File: config.mk
export PLATFORM = sky130hd
export DESIGN_NAME = serial_subtractor_flat
export DESIGN_NICKNAME = d
export VERILOG_FILES = /design/src/rtl/serial_subtractor_pkg.sv /design/src/rtl/serial_subtractor_if.sv /design/src/rtl/serial_subtractor_full_subtractor.sv /design/src/rtl/serial_subtractor.sv /design/src/flat_wrapper.sv
export SDC_FILE = /design/constraint.sdc
export NUM_CORES = 1
export LEC_CHECK = 0
export CAP_MARGIN = 25
export CORE_MARGIN = 5
export CORE_UTILIZATION = 51
export DETAILED_ROUTE_END_ITERATION = 8
export PLACE_DENSITY = 0.76
export SLEW_MARGIN = 20
export SYNTH_ARGS = -nofsm -noshare
export SYNTH_HDL_FRONTEND = slang
export SYNTH_SLANG_ARGS = --single-unit
File: constraint.sdc
create_clock -name clk -period 1.85 [get_ports clk]
set_clock_uncertainty 0.15 [all_clocks]
set_input_delay 0.4625 -clock clk [delete_from_list [all_inputs] [get_ports clk]]
set_output_delay 0.4625 -clock clk [all_outputs]
set_load 0.01 [all_outputs]
File: src/rtl/serial_subtractor_pkg.sv
// serial_subtractor_pkg
//   Shared types and helpers for the bit-serial subtractor.
//   - state_t    : two-state FSM encoding (S_IDLE, S_SHIFT)
//   - cnt_width(): bit counter width able to hold WIDTH-1 for WIDTH in 1..32
package serial_subtractor_pkg;

   typedef enum logic {
      S_IDLE  = 1'b0,
      S_SHIFT = 1'b1
   } state_t;

   localparam int WIDTH_MIN = 1;
   localparam int WIDTH_MAX = 32;

   // CNT_W = $clog2(WIDTH)+1; the extra bit keeps WIDTH=1 at a legal 1-bit width.
   function automatic int cnt_width(input int width);
      return $clog2(width) + 1;
   endfunction

endpackage

File: src/rtl/serial_subtractor_if.sv
// serial_subtractor_if
//   Request/result bundle for serial_subtractor.
//   master : drives start, a, b, bin; observes busy, done, diff, bout
//   slave  : the subtractor side of the same signals
interface serial_subtractor_if #(
   parameter int WIDTH = 8
) ();

   logic             start;
   logic [WIDTH-1:0] a;
   logic [WIDTH-1:0] b;
   logic             bin;
   logic             busy;
   logic             done;
   logic [WIDTH-1:0] diff;
   logic             bout;

   modport master (
      output start, a, b, bin,
      input  busy, done, diff, bout
   );

   modport slave (
      input  start, a, b, bin,
      output busy, done, diff, bout
   );

endinterface

File: src/rtl/serial_subtractor_full_subtractor.sv
// full_subtractor
//   One-bit full subtractor built only from 2-input NAND primitives, matching
//   the structure of the gate-level full-adder cells.
//   a, b, bin : minuend bit, subtrahend bit, borrow-in
//   d         : a ^ b ^ bin
//   bout      : (~a & b) | (~(a ^ b) & bin)
module full_subtractor (
   input  logic a,
   input  logic b,
   input  logic bin,
   output logic d,
   output logic bout
);

   logic n1, n2, n3, x1;
   logic m1, m2, m3;

   // x1 = a ^ b; n3 doubles as ~(~a & b)
   nand g1 (n1, a, b);
   nand g2 (n2, a, n1);
   nand g3 (n3, b, n1);
   nand g4 (x1, n2, n3);

   // d = x1 ^ bin; m3 doubles as ~(~x1 & bin)
   nand g5 (m1, x1, bin);
   nand g6 (m2, x1, m1);
   nand g7 (m3, bin, m1);
   nand g8 (d, m2, m3);

   // bout = ~(n3 & m3) = (~a & b) | (~x1 & bin)
   nand g9 (bout, n3, m3);

endmodule

File: src/rtl/serial_subtractor.sv
// serial_subtractor
//   Bit-serial unsigned subtractor: diff = (a - b - bin) mod 2^WIDTH,
//   bout = 1 iff a < b + bin. Operands are captured on an accepted start and
//   processed LSB-first through one full_subtractor over WIDTH cycles.
//   clk, rst_n : rising-edge clock, asynchronous active-low reset
//   bus        : slave side of serial_subtractor_if (start/a/b/bin in,
//                busy/done/diff/bout out)
module serial_subtractor
   import serial_subtractor_pkg::*;
#(
   parameter int WIDTH = 8
) (
   input  logic                 clk,
   input  logic                 rst_n,
   serial_subtractor_if.slave   bus
);

   localparam int CNT_W = cnt_width(WIDTH);

   state_t             state, state_next;
   logic [WIDTH-1:0]   a_sr, b_sr, res_sr, res_next, diff_q;
   logic               br, bout_q, done_q;
   logic [CNT_W-1:0]   cnt;
   logic               d, bn;

   full_subtractor u_fs (
      .a    (a_sr[0]),
      .b    (b_sr[0]),
      .bin  (br),
      .d    (d),
      .bout (bn)
   );

   // Result register shifts right with the new bit entering at the MSB, so
   // after WIDTH shifts bit 0 of the operands sits at bit 0 of the result.
   always_comb begin
      res_next            = res_sr >> 1;
      res_next[WIDTH-1]   = d;
   end

   always_comb begin
      // NOTE: default first so every path assigns state_next; no latch is inferred.
      state_next = state;
      unique case (state)
         S_IDLE:  if (bus.start)   state_next = S_SHIFT;
         S_SHIFT: if (cnt == '0)   state_next = S_IDLE;
         default:                  state_next = S_IDLE;
      endcase
   end

   always_ff @(posedge clk or negedge rst_n) begin
      if (!rst_n) state <= S_IDLE;
      else        state <= state_next;
   end

   // NOTE: every register here is reset, including the datapath, because an
   // aborted operation must leave diff/bout at 0 and no stale operands behind.
   always_ff @(posedge clk or negedge rst_n) begin
      if (!rst_n) begin
         a_sr   <= '0;
         b_sr   <= '0;
         res_sr <= '0;
         br     <= 1'b0;
         cnt    <= '0;
         diff_q <= '0;
         bout_q <= 1'b0;
         done_q <= 1'b0;
      end else begin
         // NOTE: non-blocking so all registers update from pre-edge values.
         done_q <= 1'b0;
         unique case (state)
            S_IDLE: begin
               if (bus.start) begin
                  a_sr   <= bus.a;
                  b_sr   <= bus.b;
                  br     <= bus.bin;
                  cnt    <= CNT_W'(WIDTH - 1);
                  res_sr <= '0;
               end
            end
            S_SHIFT: begin
               a_sr   <= a_sr >> 1;
               b_sr   <= b_sr >> 1;
               res_sr <= res_next;
               br     <= bn;
               cnt    <= cnt - CNT_W'(1);
               if (cnt == '0) begin
                  diff_q <= res_next;
                  bout_q <= bn;
                  done_q <= 1'b1;
               end
            end
            default: ;
         endcase
      end
   end

   assign bus.busy = (state == S_SHIFT);
   assign bus.done = done_q;
   assign bus.diff = diff_q;
   assign bus.bout = bout_q;

endmodule

File: src/flat_wrapper.sv
// flat-port wrapper written by rule: the top's interface ports become plain ports
module serial_subtractor_flat import serial_subtractor_pkg::*;
#(
   parameter int WIDTH = 8
)
  (clk, rst_n, bus_start, bus_a, bus_b, bus_bin, bus_busy, bus_done, bus_diff, bus_bout);
  serial_subtractor_if #(.WIDTH(WIDTH)) bus_i ();
  input  logic clk;
  input  logic rst_n;
  input wire logic [$bits(bus_i.start)-1:0] bus_start;
  input wire logic [$bits(bus_i.a)-1:0] bus_a;
  input wire logic [$bits(bus_i.b)-1:0] bus_b;
  input wire logic [$bits(bus_i.bin)-1:0] bus_bin;
  output wire logic [$bits(bus_i.busy)-1:0] bus_busy;
  output wire logic [$bits(bus_i.done)-1:0] bus_done;
  output wire logic [$bits(bus_i.diff)-1:0] bus_diff;
  output wire logic [$bits(bus_i.bout)-1:0] bus_bout;
  assign bus_i.start = bus_start;
  assign bus_i.a = bus_a;
  assign bus_i.b = bus_b;
  assign bus_i.bin = bus_bin;
  assign bus_busy = bus_i.busy;
  assign bus_done = bus_i.done;
  assign bus_diff = bus_i.diff;
  assign bus_bout = bus_i.bout;
  serial_subtractor #(.WIDTH(WIDTH)) u_core (.clk(clk), .rst_n(rst_n), .bus(bus_i));
endmodule
==> results.ini, run 1 <==
[floorplanning]
fp.dieH_um=68.1
dieArea_um2=4640
io_pins=31
start_util_pct=52.0
rows=21
core_um2=3310
die_w_um=68.1

[synthesis]
synth_cell_types=23
synthFlopType=dfrtp_1
yosysMostFrequentCell=dfrtp_1
synth_edf_count=0
syn_area_um2=1720
synth_xor_area_share_pct=0.509
yosysSeqAreaShare_pct=56.7
syn-num-nets=168
synthCells=145
ys_async_sr_fraction_pct=100
synth-simple-area-share_pct=9.59
synthAdderAreaFrac_pct=2.62
yosysWarningCount=0
syn_area_per_cell_um2=11.9
muxShareOfSynthArea_pct=17.8
synth.top_cell.area_share_pct=56.7
ys_top_cells_by_area=dfrtp_1, mux2i_1, mux2_4, o21ai_0, nand2_1
synth_compound_area_share_pct=8.58
synth_area_leader_cell=dfrtp_1
synth_common_cells=dfrtp_1, nand2_1, o21ai_0
synth_seq_cells=39
synth_top_family_by_area=multiplexers

[drt]
avgViaCountPerCell=5.07
drt_iter0_drc=26
ant_nets=0
wl_mm=2.99
first_pass_iters=4
remaining_drc_errors=0
wl_per_cell_um=13.3
vias=1135

[clock_tree]
cts_htree_levels=2
clock_latency_ps=350
cts_sinks=39
postCtsSetupRepairBufs=0
path_clk_slew_ps=120
cts_buffers=5
clk_path_buf_depth=2
cts_tree=done
cts-root-buf=clkbuf_4

[power]
power_density_nw_per_um2=1410
swShare_pct=34.9
power_mw=2.98
p_int_mw=1.94
p_clk_share_pct=14.0
p_leak_nw=1.01
seqPwrFrac_pct=48.0
p_comb_share_pct=38.0
ir_drop_v=0.000520
power_switching_mw=1.04

[timing]
finalHoldViolCount=0
setup-tns-final_ps=0
slew_headroom_pct=70.5
tightest_slew_ps=443
setup_slack_ps=157
setup_viol=0
slew_violations=0
max_freq_mhz=591
fin_crit_ps=1690
rsz0062_at_grt=false
fin_hold_ws_ps=351
final.period_utilization_pct=91.5

[place]
dp_slack_ps=58.7
io_buffers=30
dp_hpwl_mm=2.12
placed_area_um2=2070
gp_congestion=0.718
dp_cells=215

[global_route]
top_usage_layer=met2
grt_pass1_vias=1222
grt_util_met1_pct=19.1
grtUsageTotal_pct=16.2
grt_max_degree=53
grt_overflow=0
grt_pass1_wl_mm=5.49
use_met3_pct=5.42
antenna_found_initial=0
grtUsageMet2_pct=26.5

[job]
drv_cap=0

[critical_path]
critPathSlowestCell=dfrtp_1
cp.required_ps=1940
arrival_ps=1780
cp-start-kind=flop
crit_type=flop to flop
crit_path_end_kind=flop
path_max_fanout=11
slowest_delay_ps=440
path_cells=inv_1 -> ha_1 -> and4bb_4 -> mux2_2

[final_layout]
n_antenna_cell=0
area_growth_pct=23.0
final_area_um2=2120
fillers=292
layout-drive-gt1-share_pct=12.4
final_util_pct=63.9
stdcell_count=224
nets=200

[hold_path]
hold_class=flop to flop

[status]
outcome=complete, no violations

## power by group through the flow
stage                     sequential [mW]  combinational, mW  clock, mW
after floorplan                      1.46              0.780          0
after global placement               1.43               1.17          0
after detailed placement             1.46               1.22          0
after CTS                            1.43               1.16      0.438
after global routing                 1.49               1.30      0.477
final                                1.43               1.13      0.417
## cells by family after synthesis
logic type	Yosys count
flip-flops	39
adder cells (fa/ha/maj)	3
multiplexers	27
AND/OR/NAND/NOR	35
buffers and inverters	14
XOR/XNOR	1
AO/OA/AOI/OAI	26
## layout by cell type (no fill, tap or decap), types with 2 or more instances in the layout
cell type and n:
a21oi_1 2, buf_12 2, clkbuf_4 5, clkdlybuf4s50_1 18
clkinv_2 3, dfrtp_1 39, dlygate4sd2_1 11, ha_1 2
inv_1 5, mux2_4 7, mux2i_1 19, nand2_1 20
nand2b_1 6, nor2_1 4, nor3_1 3, o21ai_0 20
## cell type report
class / count / area (µm²) / share of cell area, %
Sequential cell: 39 / 976 / 46.1
Multi-Input combinational cell: 92 / 673 / 31.8
Timing Repair Buffer: 34 / 339 / 16.0
Tap cell: 46 / 57.6 / 2.72
Clock buffer: 5 / 37.5 / 1.77
Inverter: 5 / 18.8 / 0.887
Clock inverter: 3 / 15.0 / 0.709
## worst max-delay path, delay by kind of cell (launching register included)
| kind | cells | cell delay, ps |
|---|---|---|
| DFF | 1 | 440 |
| and+or+nand+nor | 1 | 380 |
| muxes | 1 | 370 |
| adders and majority gates | 1 | 140 |
| buffers and inverters | 1 | 100 |
## metal layers
layer	wire, µm	vias to the layer above
met3	147	7
li1	-	555
met2	1490	23
met5	0	-
met4	60	0
met1	1290	550
## final timing paths
check / from / to / slack [ps] / cells after the start
max in group asynchronous: rst_n / u_core.bus.diff[4] / 670 / 3
worst min-delay path: u_core.b_sr[1] / u_core.b_sr[0] / 350 / 2
worst max-delay path: u_core.cnt[0] / u_core.bus.diff[0] / 160 / 4
worst max register to register: u_core.cnt[0] / u_core.bus.diff[0] / 160 / 4
worst min register to register: u_core.b_sr[1] / u_core.b_sr[0] / 350 / 2
min in group asynchronous: rst_n / u_core.a_sr[0] / 430 / 2
## what timing repair did
| item | 4_1_cts | 5_1_grt |
|---|---|---|
| gates resized for setup | 11 | 0 |
| hold buffers | 1 | 0 |
| hold endpoints to repair | 17 | 0 |
| endpoints found under the setup margin | 11 | 0 |
## sequential cells by signal, indices dropped and copies added (netlist names), 4 cells and up
signal,count
u_core.bus.diff,8
u_core.res_sr,7
u_core.a_sr,8
u_core.cnt,4
u_core.b_sr,8
No activity file was read; power rests on OpenSTA's default activity.
==> run 2: changes to the inputs <==
CORE_UTILIZATION = 55   (was 51)
CTS_CLUSTER_DIAMETER = 50   (was default)
DONT_BUFFER_PORTS = 1   (was default)
PLACE_DENSITY = 0.68   (was 0.76)
==> run 2 against run 1 <==
  * Sequential power grew 6%
  * Clock power shrank 13%
  * Non-clock buffer count shrank 30
  * Hold slack lost 250 ps
  * Combinational power shrank 21%
  * Fmax grew 0.84%
  * Sequential cell count is the same
  * Core utilization shrank 4.0 points
==> results.ini, run 2 (synthesized netlist as in run 1, its figures left out) <==
[clock_tree]
postCtsSetupRepairBufs=0
cts_sinks=39
cts_htree_levels=2
path_clk_slew_ps=90
clk_path_buf_depth=2
cts-root-buf=clkbuf_4
cts_tree=done
clock_latency_ps=320
cts_buffers=5

[global_route]
antenna_found_initial=0
grtUsageTotal_pct=14.9
grt_pass1_vias=1088
grt_overflow=0
grt_max_degree=40
grt_pass1_wl_mm=4.81

[place]
dp_hpwl_mm=1.94
io_buffers=0
dp_cells=182
gp_congestion=0.742

[final_layout]
final_cell_mix=dfrtp_1, nand2_1, o21ai_0
nets=170
mostFrequentLayoutCell=dfrtp_1
area_growth_pct=5.38
fillers=253
stdcell_count=190
layout-drive-gt1-share_pct=13.0
final_util_pct=59.9
n_antenna_cell=0

[floorplanning]
start_util_pct=56.9
core_um2=3030
dieArea_um2=4350
rows=20
die_w_um=66.0
io_pins=31
fp.dieH_um=66.0

[drt]
wl_per_cell_um=14.4
avgViaCountPerCell=5.24
remaining_drc_errors=0
wl_mm=2.74
first_pass_iters=4
ant_nets=0
vias=995
drt_iter0_drc=39

[critical_path]
slowest_delay_ps=410
path_max_fanout=11
cp.required_ps=1920
crit_path_end_kind=flop
path_cells=inv_1 -> ha_1 -> and4bb_4 -> mux2_2
critPathSlowestCell=dfrtp_1
cp-start-kind=flop
crit_type=flop to flop
r2r_slack_ps=170
arrival_ps=1750

[power]
p_clk_share_pct=13.0
power_mw=2.77
p_int_mw=1.82
power_density_nw_per_um2=1530
seqPwrFrac_pct=54.7
power_switching_mw=0.949
p_comb_share_pct=32.3
swShare_pct=34.2
p_leak_nw=0.851
ir_drop_v=0.000722

[timing]
fin_crit_ps=1680
setup-tns-final_ps=0
fin_hold_ws_ps=97.4
max_freq_mhz=596
setup_viol=0
slew_violations=0
rsz0062_at_grt=false
slew_headroom_pct=84.1
final.period_utilization_pct=90.8
tightest_slew_ps=238
finalHoldViolCount=0

[status]
outcome=complete, no violations

[job]
drv_cap=0

[hold_path]
hold_class=input port to flop

run 2: changes by cell type in the layout (fill, tap and decap cells not counted), sizes merged:
cell,before,now
buf,4,3
clkinv,3,0
dlygate4sd2,11,0
clkbuf,5,6
clkdlybuf4s50,18,0
run 2: path summary, 6_finish.rpt:
| check | start | endpoint | cells after the start |
|---|---|---|---|
| worst max-delay path | u_core.cnt[1] | u_core.bus.diff[0] | 4 |
| worst min-delay path | bus_start | u_core.res_sr[6] | 1 |
| worst max register to register | u_core.cnt[1] | u_core.bus.diff[0] | 4 |
| worst min register to register | u_core.b_sr[3] | u_core.b_sr[2] | 2 |
| max in group asynchronous | rst_n | u_core.bus.busy | 2 |
| min in group asynchronous | rst_n | u_core.bus.done | 2 |
run 2: area by class of cell:
type	count	area, µm²	share of cell area (%)
multi-input cells	92	673	37.1
inverters	5	18.8	1.03
well taps	44	55.1	3.03
clock buffers	6	41.3	2.28
flip-flops and latches	39	977	53.9
repair buffers	4	48.8	2.69
run 2: per-layer routing:
metal  global-route usage (%)  vias up  wire length [µm]
met5                        0        -                 0
met4                     5.33        0                19
met3                     7.48        2               159
met2                     24.0       24              1300
met1                     17.1      475              1260
li1                         -      494                 -
run 2: worst max-delay path: cells and delay by family (launching register included):
family,cells,cell delay [ps]
fa+ha+maj,1,150
buf+inv,1,110
flops,1,410
mux,1,360
simple gates,1,390
run 2: repair_timing:
item / CTS / global route
hold endpoints to repair: 39 / 0
setup endpoints to repair: 1 / 1
resized for setup: 1 / 1
hold buffers: 2 / 0
run 2: per-stage QoR:
stage                     area, µm²  setup WS (ps)
after floorplan                1720            288
after global placement         1740            222
after detailed placement       1740            165
after CTS                      1810           61.2
after global routing           1810           87.0
final                          1810            171
run 2: power by group through the flow:
stage	clock network [mW]	registers (mW)	logic, mW
2_1_floorplan	0	1.46	0.780
3_3_place_gp	0	1.52	0.834
3_5_place_dp	0	1.53	0.885
4_1_cts	0.386	1.52	0.920
5_1_grt	0.424	1.57	1.04
6_report	0.361	1.51	0.895
==> run 3: changes to the inputs <==
SYNTH_HIERARCHICAL = 1   (was default)
==> run 3 against run 2 <==
  * Design area rose by 0.48%
  * Setup slack got worse by 13 ps
  * Hold slack got worse by 37 ps
  * Highest routed layer unchanged
==> results.ini, run 3 <==
[floorplanning]
rows=20
io_pins=31
start_util_pct=57.0
core_um2=3050
dieArea_um2=4390
fp.dieH_um=66.2
die_w_um=66.2

[place]
dp_cells=184
gp_congestion=0.711
dp_hpwl_mm=2.06
io_buffers=0
dp_slack_ps=176

[global_route]
grt_pass1_vias=1072
grt_pass1_wl_mm=5.01
grt_max_degree=40
grt_overflow=0
grtUsageTotal_pct=15.5
antenna_found_initial=0

[power]
p_leak_nw=0.856
power_density_nw_per_um2=1560
ir_drop_v=0.000749

[synthesis]
synth_seq_cells=39
yosysWarningCount=6
ys_async_sr_fraction_pct=100
synth_common_cells=dfrtp_1, nand2_1, o21ai_0
syn_area_per_cell_um2=11.8
yosysSeqAreaShare_pct=56.1
synth_edf_count=0
synth.top_cell.area_share_pct=56.1
syn-num-nets=171
synthCells=148
synth_area_leader_cell=dfrtp_1
ys_top_cells_by_area=dfrtp_1, mux2i_1, mux2_4, o21ai_0, nand2_1
syn_area_um2=1740
synth_cell_types=23
yosysMostFrequentCell=dfrtp_1
synthFlopType=dfrtp_1

[hold_path]
hold_class=input port to flop

[final_layout]
final_cell_mix=dfrtp_1, nand2_1, o21ai_0
mostFrequentLayoutCell=dfrtp_1
layout-drive-gt1-share_pct=12.7
stdcell_count=194
nets=172
fillers=268
area_growth_pct=4.82
n_antenna_cell=0

[critical_path]
cp-start-kind=flop
cp.required_ps=1930
crit_type=flop to flop
arrival_ps=1780
path_max_fanout=11
crit_path_end_kind=flop

[clock_tree]
cts_sinks=39
cts_tree=done
cts_htree_levels=2
cts-root-buf=clkbuf_4
path_clk_slew_ps=110
cts_buffers=5
clock_latency_ps=340
clk_path_buf_depth=2

[drt]
first_pass_iters=4
vias=1046
remaining_drc_errors=0
ant_nets=0
wl_per_cell_um=15.6
drt_iter0_drc=32
avgViaCountPerCell=5.39
wl_mm=3.02

[timing]
setup_viol=0
slew_headroom_pct=83.8
rsz0062_at_grt=false
fin_crit_ps=1690
final.period_utilization_pct=91.5
tightest_slew_ps=243
max_freq_mhz=591
finalHoldViolCount=0
setup_slack_ps=158
setup-tns-final_ps=0
slew_violations=0

[job]
drv_cap=0

[status]
outcome=complete, no violations

run 3: layout make-up:
type	count	area [µm²]	area share (%)
clock buffers	7	45.0	2.47
inverters	5	18.8	1.03
repair buffers	4	45.0	2.47
multi-input cells	94	678	37.2
well taps	44	55.1	3.02
flip-flops and latches	39	976	53.5
clock inverters	1	5.00	0.275
run 3: stage by stage:
stage | util, % | area (µm²) | hold slack, ps | power [mW]
floorplan | - | 1740 | 16.9 | 2.26
global placement | 57.1 | 1740 | 18.0 | 2.36
detailed placement | 57.1 | 1740 | 18.1 | 2.44
CTS | 59.7 | 1820 | 47.8 | 2.88
global route | 59.7 | 1820 | 36.0 | 3.06
finish | 59.7 | 1820 | 60.3 | 2.84
run 3: critical path, stage by stage, from the launching register on:
cell and delay (ps):
dfrtp_1 440, inv_1 100, ha_1 150, and4bb_4 380, mux2_2 360
run 3: kinds of logic after synthesis:
group / after synthesis / share of synthesized area (%)
compound gates: 27 / 8.56
buf+inv: 15 / 4.89
simple gates: 37 / 10.0
xor+xnor: 1 / 0.504
flops: 39 / 56.1
fa+ha+maj: 3 / 2.59
mux: 26 / 17.3
run 3: final timing paths:
| check | endpoint | cells after the start | start | slack, ps |
|---|---|---|---|---|
| hold reg to reg | u_core/b_sr[1] | 2 | u_core/b_sr[2] | 350 |
| setup reg to reg | u_core/bus.diff[7] | 4 | u_core/cnt[0] | 160 |
| setup / recovery | u_core/bus.diff[7] | 4 | u_core/cnt[0] | 160 |
| max in group asynchronous | u_core/a_sr[0] | 2 | rst_n | 920 |
| min in group asynchronous | u_core/res_sr[6] | 2 | rst_n | 420 |
| hold / removal | u_core/res_sr[5] | 1 | bus_start | 60 |
run 3: power breakdown:
| group | total (mW) | internal [mW] | switching (mW) |
|---|---|---|---|
| sequential | 1.51 | 1.20 | 0.301 |
| combinational | 0.917 | 0.472 | 0.446 |
| clock | 0.414 | 0.148 | 0.265 |
run 3: what timing repair did:
action,CTS,global route
hold endpoints to repair,39,0
hold buffers,2,0
setup buffers,0,0
resized for setup,0,0
run 3: layer usage:
metal | up-vias | routed length [µm] | part of all wire, % | GRT usage, %
met1 | 513 | 1330 | 44 | 19.2
met3 | 5 | 179 | 5.9 | 5.10
met2 | 28 | 1460 | 48 | 23.4
met4 | 0 | 53 | 1.8 | 9.14
li1 | 500 | - | - | -
met5 | - | 0 | 0 | 0
